**src/rtl/core_debug_responder.sv**
```systemverilog
// Wishbone-style debug responder: run/halt control, jump, single-step,
// and a read-only CSR window onto the core, behind a 64 KiB bus window.
module core_debug_responder #(
  parameter logic [31:0] BASE_ADDR   = 32'h3000_0000,
  parameter int          CSR_TIMEOUT = 15
) (
  input  logic        clk,
  input  logic        rst,
  input  logic        wbEnable,
  input  logic        wbWriteEnable,
  input  logic [31:0] wbAddress,
  input  logic [3:0]  wbByteSelect,
  input  logic [31:0] wbDataWrite,
  output logic [31:0] wbDataRead,
  output logic        wbBusy,
  output logic        coreHalt,
  output logic        coreStep,
  output logic        coreJump,
  output logic [31:0] coreJumpAddress,
  input  logic [31:0] coreProgramCounter,
  input  logic [31:0] coreInstruction,
  input  logic        coreStepDone,
  output logic        csrReadEnable,
  output logic [11:0] csrAddress,
  input  logic [31:0] csrReadData,
  input  logic        csrReadValid
);

  typedef enum logic [1:0] {IDLE, CSR_WAIT, STEP_WAIT, DONE} state_t;

  state_t      state_q, state_d;
  logic        run_q, run_d;
  logic        halt_q;
  logic [31:0] rdata_q, rdata_d;
  logic [31:0] jump_addr_q, jump_addr_d;
  logic        jump_q, jump_d;
  logic        step_q, step_d;
  logic        csr_en_q, csr_en_d;
  logic [11:0] csr_addr_q, csr_addr_d;
  logic [7:0]  cnt_q, cnt_d;

  logic        sel;
  logic [15:0] offset;
  logic        is_csr;

  assign sel    = wbEnable && (wbAddress[31:16] == BASE_ADDR[31:16]);
  assign offset = wbAddress[15:0];
  assign is_csr = (offset[15:14] == 2'b01);

  always_comb begin
    state_d     = state_q;
    run_d       = run_q;
    rdata_d     = '0;
    jump_addr_d = jump_addr_q;
    jump_d      = 1'b0;
    step_d      = 1'b0;
    csr_en_d    = csr_en_q;
    csr_addr_d  = csr_addr_q;
    cnt_d       = cnt_q + 8'd1;
    case (state_q)
      IDLE: begin
        cnt_d = '0;
        if (sel) begin
          state_d = DONE;
          if (wbWriteEnable) begin
            case (offset)
              16'h0000: if (wbByteSelect[0]) run_d = wbDataWrite[0];
              16'h0014: if (wbByteSelect == 4'hF) begin
                jump_addr_d = wbDataWrite;
                jump_d      = 1'b1;
              end
              // Stepping a running core is meaningless; treat it as a plain access.
              16'h0018: if (halt_q) begin
                step_d  = 1'b1;
                state_d = STEP_WAIT;
              end
              default: ;
            endcase
          end else if (is_csr) begin
            state_d    = CSR_WAIT;
            csr_en_d   = 1'b1;
            csr_addr_d = offset[13:2];
          end else begin
            case (offset)
              16'h0000: rdata_d = {31'b0, run_q};
              16'h0010: rdata_d = coreProgramCounter;
              16'h001C: rdata_d = coreInstruction;
              default:  rdata_d = '0;
            endcase
          end
        end
      end
      CSR_WAIT: begin
        if (csrReadValid) begin
          rdata_d  = csrReadData;
          csr_en_d = 1'b0;
          state_d  = DONE;
        end else if (cnt_q == 8'(CSR_TIMEOUT - 1)) begin
          rdata_d  = 32'hFFFF_FFFF;
          csr_en_d = 1'b0;
          state_d  = DONE;
        end
      end
      STEP_WAIT: begin
        if (coreStepDone || cnt_q == 8'd63) state_d = DONE;
      end
      DONE: state_d = IDLE;
      default: state_d = IDLE;
    endcase
  end

  // coreHalt lags run by one cycle so it changes only after the DONE cycle.
  always_ff @(posedge clk or negedge rst) begin
    if (!rst) begin
      state_q     <= IDLE;
      run_q       <= 1'b0;
      halt_q      <= 1'b1;
      rdata_q     <= '0;
      jump_addr_q <= '0;
      jump_q      <= 1'b0;
      step_q      <= 1'b0;
      csr_en_q    <= 1'b0;
      csr_addr_q  <= '0;
      cnt_q       <= '0;
    end else begin
      state_q     <= state_d;
      run_q       <= run_d;
      halt_q      <= ~run_q;
      rdata_q     <= rdata_d;
      jump_addr_q <= jump_addr_d;
      jump_q      <= jump_d;
      step_q      <= step_d;
      csr_en_q    <= csr_en_d;
      csr_addr_q  <= csr_addr_d;
      cnt_q       <= cnt_d;
    end
  end

  assign wbBusy          = rst && sel && (state_q != DONE);
  assign wbDataRead      = rdata_q;
  assign coreHalt        = halt_q;
  assign coreStep        = step_q;
  assign coreJump        = jump_q;
  assign coreJumpAddress = jump_addr_q;
  assign csrReadEnable   = csr_en_q;
  assign csrAddress      = csr_addr_q;

endmodule
```
**config.mk**
```make
export PLATFORM = sky130hd
export DESIGN_NAME = core_debug_responder
export DESIGN_NICKNAME = d
export VERILOG_FILES = /design/src/rtl/core_debug_responder.sv
export SDC_FILE = /design/constraint.sdc
export NUM_CORES = 1
export LEC_CHECK = 0
export CAP_MARGIN = 20
export CORE_MARGIN = 3
export CORE_UTILIZATION = 38
export DETAILED_ROUTE_END_ITERATION = 10
export GPL_TIMING_DRIVEN = 0
export PLACE_DENSITY = 0.82
export SYNTH_ARGS = -nofsm -noshare
export SYNTH_HDL_FRONTEND = slang
export SYNTH_SLANG_ARGS = --single-unit
export TNS_END_PERCENT = 100
```
**constraint.sdc**
```tcl
create_clock -name clk -period 2.3 [get_ports clk]
set_input_delay 0.46 -clock clk [delete_from_list [all_inputs] [get_ports clk]]
set_output_delay 0.46 -clock clk [all_outputs]
set_load 0.05 [all_outputs]
```
# Yosys cells after proc, flatten, opt, wreduce, memory -nomap -nowiden
# Cells that the tools add are included.
dict set report totals {
  ff_bits 91
  latch_bits 0
  ram_bits 0
  rom_bits 0
  inputBits 170
  output_inout_bits 81
  elab_cells 76
  memories 0
}
dict set report classes {
  addsub 1
  multipliers 0
  div 0
  magnitude_cmp 0
  eq_ne 18
  shift 0
  n_mux 33
  bitwise 2
  reduce_logical 12
}
# cell n
set op_table {}
lappend op_table {{32-bit 2-to-1 mux} 5}
lappend op_table {{32-bit one-hot mux with 3 select lines} 1}
lappend op_table {{16-bit by 5-bit equality test with 1-bit output (second input constant)} 4}
lappend op_table {{32-bit one-hot mux with 2 select lines} 1}
lappend op_table {{1-bit 2-to-1 mux} 17}
lappend op_table {{16-bit by 14-bit equality test with 1-bit output (second input constant)} 1}
lappend op_table {{16-bit logical NOT} 1}
lappend op_table {{5-bit AND reduction} 3}
lappend op_table {{2-bit 2-to-1 mux} 6}
lappend op_table {{2-bit != test (second input constant)} 5}
lappend op_table {{8-bit by 1-bit adder with 8-bit output (second input constant)} 1}
lappend op_table {{8-bit by 4-bit equality test with 1-bit output (second input constant)} 1}
lappend op_table {{8-bit by 6-bit equality test with 1-bit output (second input constant)} 1}
lappend op_table {{8-bit 2-to-1 mux} 1}
lappend op_table {{2-bit one-hot mux with 4 select lines} 1}
lappend op_table {{2-bit by 1-bit equality test with 1-bit output (second input constant)} 2}
lappend op_table {{2-bit equality test (second input constant)} 2}
lappend op_table {{4-bit equality test (second input constant)} 1}
lappend op_table {{4-bit AND reduction} 1}
lappend op_table {{1-bit logical AND} 3}
lappend op_table {{3-bit != test (second input constant)} 1}
lappend op_table {{3-bit AND reduction} 1}
lappend op_table {{2-bit logical NOT} 1}
lappend op_table {{1-bit inverter} 2}
lappend op_table {{other kinds (3)} 3}

# Depth between registers and ports, before layout
# Gate-level depths: netlist (run 1).
dict set report logic_depth {
  depth_word 6
  mapped_depth 8
  ltp_nobuf 7
}

# Worst setup path before layout (run 1)
# OpenSTA, ideal clock, no wires.
dict set report synth_timing {
  path_kind {input -> output}
  startpoint {input port wbAddress[17]}
  endpoint {output port wbBusy}
  arrival_ns 2.302
  required_ns 1.840
  slack_ns -0.462
  cell_stages 4
  path_cell_list {nor4_2 > nand4_1 > or2_4 > nor3b_1}
}
dict set report synth_between {
  elab_chain_len 4
}
# item line
set synth_lines {}
lappend synth_lines {{from (decl)} 11} ;# input logic [31:0] wbAddress,
lappend synth_lines {{16-bit by 14-bit equality test with 1-bit output} 46} ;# assign sel = wbEnable && (wbAddress[31:16] == BASE_ADDR[31:16]);
lappend synth_lines {{1-bit logical AND} 46}
lappend synth_lines {{1-bit logical AND (2 in a row)} 139} ;# assign wbBusy = rst && sel && (state_q != DONE);
lappend synth_lines {{to (decl)} 15} ;# output logic wbBusy,
# No other way between the ends.

# Final worst setup path (run 1)
dict set report layout_timing {
  startpoint {input port wbAddress[16]}
  endpoint {register jump_addr_q[19] (netlist: coreJumpAddress[19])}
}
dict set report layout_between {
  elab_chain_len 3
}
# item line
set layout_lines {}
lappend layout_lines {{16-bit by 14-bit equality test with 1-bit output} 46}
lappend layout_lines {{1-bit logical AND} 46}
lappend layout_lines {{5-bit AND reduction (no line)} --}
lappend layout_lines {{to (signal assigned)} 130} ;# jump_addr_q <= jump_addr_d;
lappend layout_lines {{to (decl)} 35} ;# logic [31:0] jump_addr_q, jump_addr_d;
# No other way between the ends.
# A chain may end at the register's enable or synchronous reset.

==> impl_metrics.toml, run 1 <==
[critical_path]
cpMaxStageDelayCell = "or4_4"
path_buf_inv = 3
worstPathRequired_ns = 2.55
crit_cells = 8
critPathCapture = "coreJumpAddress[19]"
worstSetupPathType = "in -> reg"
worst-r2r-cell-count = 7
r2r_slack_ns = 0.08
rr_endpoint = "coreJumpAddress[19]"
start_kind = "input pin"
crit_fanout = 10
path_common_cell = "buf_12"
crit_arrival_ns = 2.55
r2r-start = "state_q[0]"
worstPathCellList = "clkdlybuf4s15_2 > nor4_4 > nand4_1 > or2_4 > or4_4 > buf_12 > buf_12 > mux2_4"
max_stage_delay_ns = 0.53
startpoint = "wbAddress[16]"
critPathTopFamily = "simple AND/OR/NAND/NOR gates"
critPathCaptureType = "flip-flop"

[run]
max-cap-violations = 0

[timing]
finalSetupTns_ns = 0
holdWs_ns = 0.0497
final_max_slew_viol_count = 0
setup_ws_ns = 0.00175
fin_crit_ns = 2.30
finalHoldViolations = 0
fin_worst_skew_ns = 0.0104
setup_viol = 0
max_slew_margin = 0.606
clock.fmax_ghz = 0.435
period_share = 0.999
worst_pin_slew_ns = 0.589

[pwr]
power.density_nw_per_um2 = 607
finalPower_mw = 4.47
vdd_ir_drop_max_uv = 425
p_leak_nw = 3.23

[drt]
dr.pass1.iters = 4
dr_total_vias = 4029
routed_via_density = 5.27
drtIter0Drc = 172
drc = 0
ant_nets = 0
routedWlPerCell_um = 19.4
drt_wl_total_um = 14800

[logic_synthesis]
yosysSeqAreaShare = 0.539
synth_area_per_cell_um2 = 12.1
synth_top_family_by_area = "compound AO/OA/AOI/OAI gates"
synthArstFlopShare = 1.00
synth_edf_count = 0
synthMuxAreaShare = 0.151
synthDistinctLibCells = 41
syn-num-nets = 525
synth_cells = 349
netlist_area_um2 = 4230
synth_flop_cell = "dfrtp_1"
yosys_warnings = 0
synth_compound_area_frac = 0.158
synthXorXnorAreaFrac = 0.0124
synth-seq-cells = 91
synth_simple_gate_area_frac = 0.0779
synth-adder-area-share = 0.0178

[die]
die_h_um = 111
start_util = 0.400
core_area_um2 = 10600
dieArea_um2 = 12400
ios = 251
rows = 37
dieWidth_um = 111

[hold_path]
hold_path.class = "in -> async"

[clock_tree]
cts_tree = "yes"
clkSlewWorstSetupHoldPaths_ns = 0.09
clock_latency_ns = 0.36
cts_max_level = 3
cts.path.max_buffers = 2
cts_made_buffers = 9
root_buffer = "clkbuf_8"
ctsHoldBuffers = 0
cts_sinks = 91

[global_route]
overflow = 0
grt_first_pass_wirelength_um = 23100
antenna_found_initial = 1
grt_usage = 0.236
grt_max_degree = 59
grt_pass1_vias = 4447

[finish]
nFillCells = 771
layout_commonest_cell = "clkdlybuf4s50_1"
final_cell_mix = "222 x clkdlybuf4s50_1, 90 x dfrtp_1, 34 x a21oi_1, 31 x a22oi_1, 31 x o22ai_1"
synthToLayoutAreaGrowth_pct = 74.1
final_util = 0.697
nNetsFinal = 799
layout-drive-gt1-share = 0.166

[status]
status = "complete, no violations"

[place]
dpl.hpwl_um = 11200
post-place-ws_ns = -0.849
gp_congestion = 0.916
io_buffers = 249
power breakdown:
part,switching (mW),internal (mW),leakage [nW]
registers,0.0920,1.74,1.25
clock network,0.555,0.643,0.111
logic,0.805,0.627,1.87
total,1.45,3.01,3.23
registers in the layout, summed over array words and instances, names as in the netlist:
signal,flops
csrAddress,12
coreJumpAddress,32
coreJump,1
coreStep,1
run_q,1
wbDataRead,32
csrReadEnable,1
state_q,2
coreHalt,1
cnt_q,8
logic make-up after synthesis:
kind of cell / count (synthesis)
AOI/OAI and AO/OA: 105
DFF: 91
and+or+nand+nor: 59
muxes: 47
buffers and inverters: 35
xor gates and xnor gates: 6
adders and majority gates: 6
area by class of cell:
| type | count | area (um2) | share of cell area |
|---|---|---|---|
| multi-input cells | 223 | 1850 | 0.251 |
| plain buffers | 25 | 163 | 0.0221 |
| flip-flops and latches | 91 | 2280 | 0.310 |
| repair buffers | 264 | 2640 | 0.359 |
| clock buffers | 12 | 145 | 0.0197 |
| diodes | 1 | 2.50 | 0.000340 |
| inverters | 9 | 33.8 | 0.00459 |
| clock inverters | 4 | 73.8 | 0.0100 |
| well taps | 136 | 170 | 0.0231 |
how the worst min path moves through the flow:
stage	from	to	slack, ns	depth (start not counted)
after floorplan	rst	cnt_q[0]	0.16	0
after global placement	run_q	coreHalt	0.39	1
after detailed placement	run_q	coreHalt	0.41	1
after CTS	rst	coreJumpAddress[5]	0.05	1
after global routing	rst	coreJumpAddress[23]	0.07	1
final	rst	coreJumpAddress[5]	0.05	1
Yosys cell counts (5+ instances only):
master | count | area (um2)
nand2_1 | 5 | 18.8
a21oi_1 | 34 | 170
nor3_1 | 7 | 35.0
mux2_4 | 29 | 435
ha_1 | 6 | 75.1
nand3_1 | 5 | 25.0
dfrtp_1 | 90 | 2250
nand4_1 | 6 | 37.5
clkbuf_1 | 22 | 82.6
nor2_1 | 17 | 63.8
o22ai_1 | 31 | 194
inv_1 | 8 | 30.0
a22oi_1 | 31 | 233
mux2_2 | 17 | 191
what timing repair did:
| item | in CTS | in global routing |
|---|---|---|
| cloned | 2 | 0 |
| setup buffers | 10 | 2 |
| pin swaps | 14 | 2 |
| setup endpoints to repair | 74 | 61 |
| gates resized for setup | 57 | 10 |
metrics by stage:
step | instance area, um2 | std cells
final | 7350 | 765
after global routing | 7350 | 765
after CTS | 7310 | 762
after detailed placement | 6930 | 735
after global placement | 6900 | 734
after floorplan | 4240 | 349
metal layers:
layer	wire length, um	GRT usage	up-vias
li1	-	-	1860
met5	0	0	-
met2	7720	0.418	218
met1	5490	0.272	1925
met4	405	0.0916	0
met3	1200	0.0620	26
Note: power is estimated with default switching activity, not from simulation.
==> inputs of run 2 (changes only) <==
ABC_CLOCK_PERIOD_IN_PS = 2300   (was unset)
HOLD_SLACK_MARGIN = 0.1   (was unset)
PLACE_DENSITY = unset   (was 0.82)
PLACE_DENSITY_LB_ADDON = 0.1   (was unset)
==> run 2 against run 1 <==
  * Non-clock buffer count increased by 4
  * Setup slack improved by 0.018 ns
  * First-iteration DRC count rose by 37%
  * Fmax rose by 0.80%
  * Clock-buffer cell count shrank 2
  * Sequential power hardly changed
  * Largest cell class unchanged
==> impl_metrics.toml, run 2 (synthesis gave the netlist of run 1 again) <==
[status]
status = "complete, no violations"

[timing]
worst_pin_slew_ns = 0.569
max_slew_margin = 0.620
period_share = 0.991
setup_ws_ns = 0.0201
clock.fmax_ghz = 0.439
fin_worst_skew_ns = 0.00603
setup_viol = 0
finalSetupTns_ns = 0
fin_crit_ns = 2.28
final_max_slew_viol_count = 0
finalHoldViolations = 0

[drt]
dr_total_vias = 4071
ant_nets = 0
dr.pass1.iters = 4
drt_wl_total_um = 14900
drc = 0
routed_via_density = 5.31
routedWlPerCell_um = 19.4
drtIter0Drc = 235

[critical_path]
crit_arrival_ns = 2.53
r2r-start = "state_q[0]"
crit_cells = 9
start_kind = "input pin"
startpoint = "wbAddress[16]"
critPathTopFamily = "simple AND/OR/NAND/NOR gates"
critPathCaptureType = "flip-flop"
worst-r2r-cell-count = 7
worstPathRequired_ns = 2.55
path_buf_inv = 4
crit_fanout = 8
cpMaxStageDelayCell = "or4_4"
worstPathCellList = "clkbuf_2 > nor4_4 > nand4_1 > or2_4 > buf_4 > or4_4 > buf_12 > clkbuf_16 > mux2_4"
max_stage_delay_ns = 0.43
worstSetupPathType = "in -> reg"

[hold_path]
holdPathStages = 2
hold_path.class = "in -> reg"
min-delay-start = "wbAddress[5]"

[place]
post-place-ws_ns = -0.812
dpl-instance-area_um2 = 6930
gp_congestion = 0.855
io_buffers = 249
dpl.hpwl_um = 10800

[global_route]
use_met3 = 0.0783
grt_first_pass_wirelength_um = 22600
antenna_found_initial = 0
grt_usage = 0.231
busiest_layer = "met2"
met2_usage = 0.396
grt_pass1_vias = 4200
grtUsageMet1 = 0.281
grt_max_degree = 56
overflow = 0

[pwr]
p_int_mw = 3.01
power_frac_comb = 0.323
p_sw_mw = 1.44
power.density_nw_per_um2 = 597
pwr-share-seq = 0.412
vdd_ir_drop_max_uv = 459
clkPwrFrac = 0.265
finalPower_mw = 4.45
swShare = 0.323
p_leak_nw = 3.35

[clock_tree]
root_buffer = "clkbuf_8"
clkSlewWorstSetupHoldPaths_ns = 0.08
cts_tree = "yes"
cts_made_buffers = 9
clock_latency_ns = 0.36
cts_max_level = 3
cts_sinks = 91
cts.path.max_buffers = 2

[die]
ios = 251
die_h_um = 111
dieArea_um2 = 12400
start_util = 0.400
core_area_um2 = 10600
dieWidth_um = 111
rows = 37

[run]
max-cap-violations = 0

[finish]
antennaDiodeCount = 0
synthToLayoutAreaGrowth_pct = 76.2
final_cell_mix = "218 x clkdlybuf4s50_1, 90 x dfrtp_1, 34 x a21oi_1, 31 x a22oi_1, 31 x o22ai_1"
stdcell_area_um2 = 7450
nFillCells = 807
nNetsFinal = 803
layout-drive-gt1-share = 0.179
layout_commonest_cell = "clkdlybuf4s50_1"
-- run 2: cell count changes in the layout (fill, tap and decap cells not counted), sizes merged --
cell | previous run | this run
buf | 22 | 25
dlymetal6s2s | 1 | 13
diode | 1 | 0
clkdlybuf4s50 | 222 | 218
dlygate4sd3 | 0 | 1
clkinvlp | 0 | 1
dlygate4sd2 | 19 | 7
clkbuf | 33 | 34
clkdlybuf4s15 | 4 | 5
-- run 2: final timing paths --
kind | slack [ns] | end
max reg2reg | 0.10 | coreJumpAddress[9]
max | 0.02 | coreJumpAddress[9]
min in group asynchronous | 0.66 | coreHalt
max in group asynchronous | 1.36 | wbDataRead[17]
min reg2reg | 0.46 | coreHalt
min | 0.39 | csrAddress[3]
-- run 2: repair_timing --
| item | 4_1_cts | 5_1_grt |
|---|---|---|
| pin swaps | 13 | 13 |
| hold endpoints to repair | 35 | 0 |
| buffers inserted | 10 | 3 |
| resized for setup | 47 | 35 |
| cloned | 1 | 2 |
| setup endpoints to repair | 71 | 69 |
| hold buffers | 2 | 0 |
-- run 2: metal layers --
| metal | vias to the layer above | share of wire |
|---|---|---|
| met2 | 220 | 0.51 |
| met5 | - | 0 |
| met3 | 18 | 0.087 |
| met1 | 1974 | 0.39 |
| met4 | 0 | 0.014 |
| li1 | 1859 | - |
-- run 2: power groups by stage --
stage | Sequential [mW] | Combinational [mW] | Clock [mW]
after detailed placement | 1.86 | 1.41 | 0
after global placement | 1.86 | 1.39 | 0
after global routing | 1.86 | 1.55 | 1.29
after CTS | 1.83 | 1.42 | 1.21
after floorplan | 2.15 | 0.467 | 0
final | 1.83 | 1.43 | 1.18
-- run 2: metrics by stage --
stage	hold WS (ns)	instances	utilization
after floorplan	0.164	349	-
after global placement	0.420	734	0.654
after detailed placement	0.445	735	0.656
after CTS	0.459	762	0.694
after global routing	0.382	767	0.705
final	0.385	767	0.705
-- run 2: area by class of cell --
| type | count | area (um2) | area share |
|---|---|---|---|
| Clock buffer | 10 | 138 | 0.0185 |
| Sequential cell | 91 | 2280 | 0.306 |
| Inverter | 9 | 33.8 | 0.00454 |
| Buffer | 25 | 169 | 0.0227 |
| Clock inverter | 5 | 77.6 | 0.0104 |
| Multi-Input combinational cell | 223 | 1850 | 0.248 |
| Timing Repair Buffer | 268 | 2730 | 0.367 |
| Tap cell | 136 | 170 | 0.0229 |
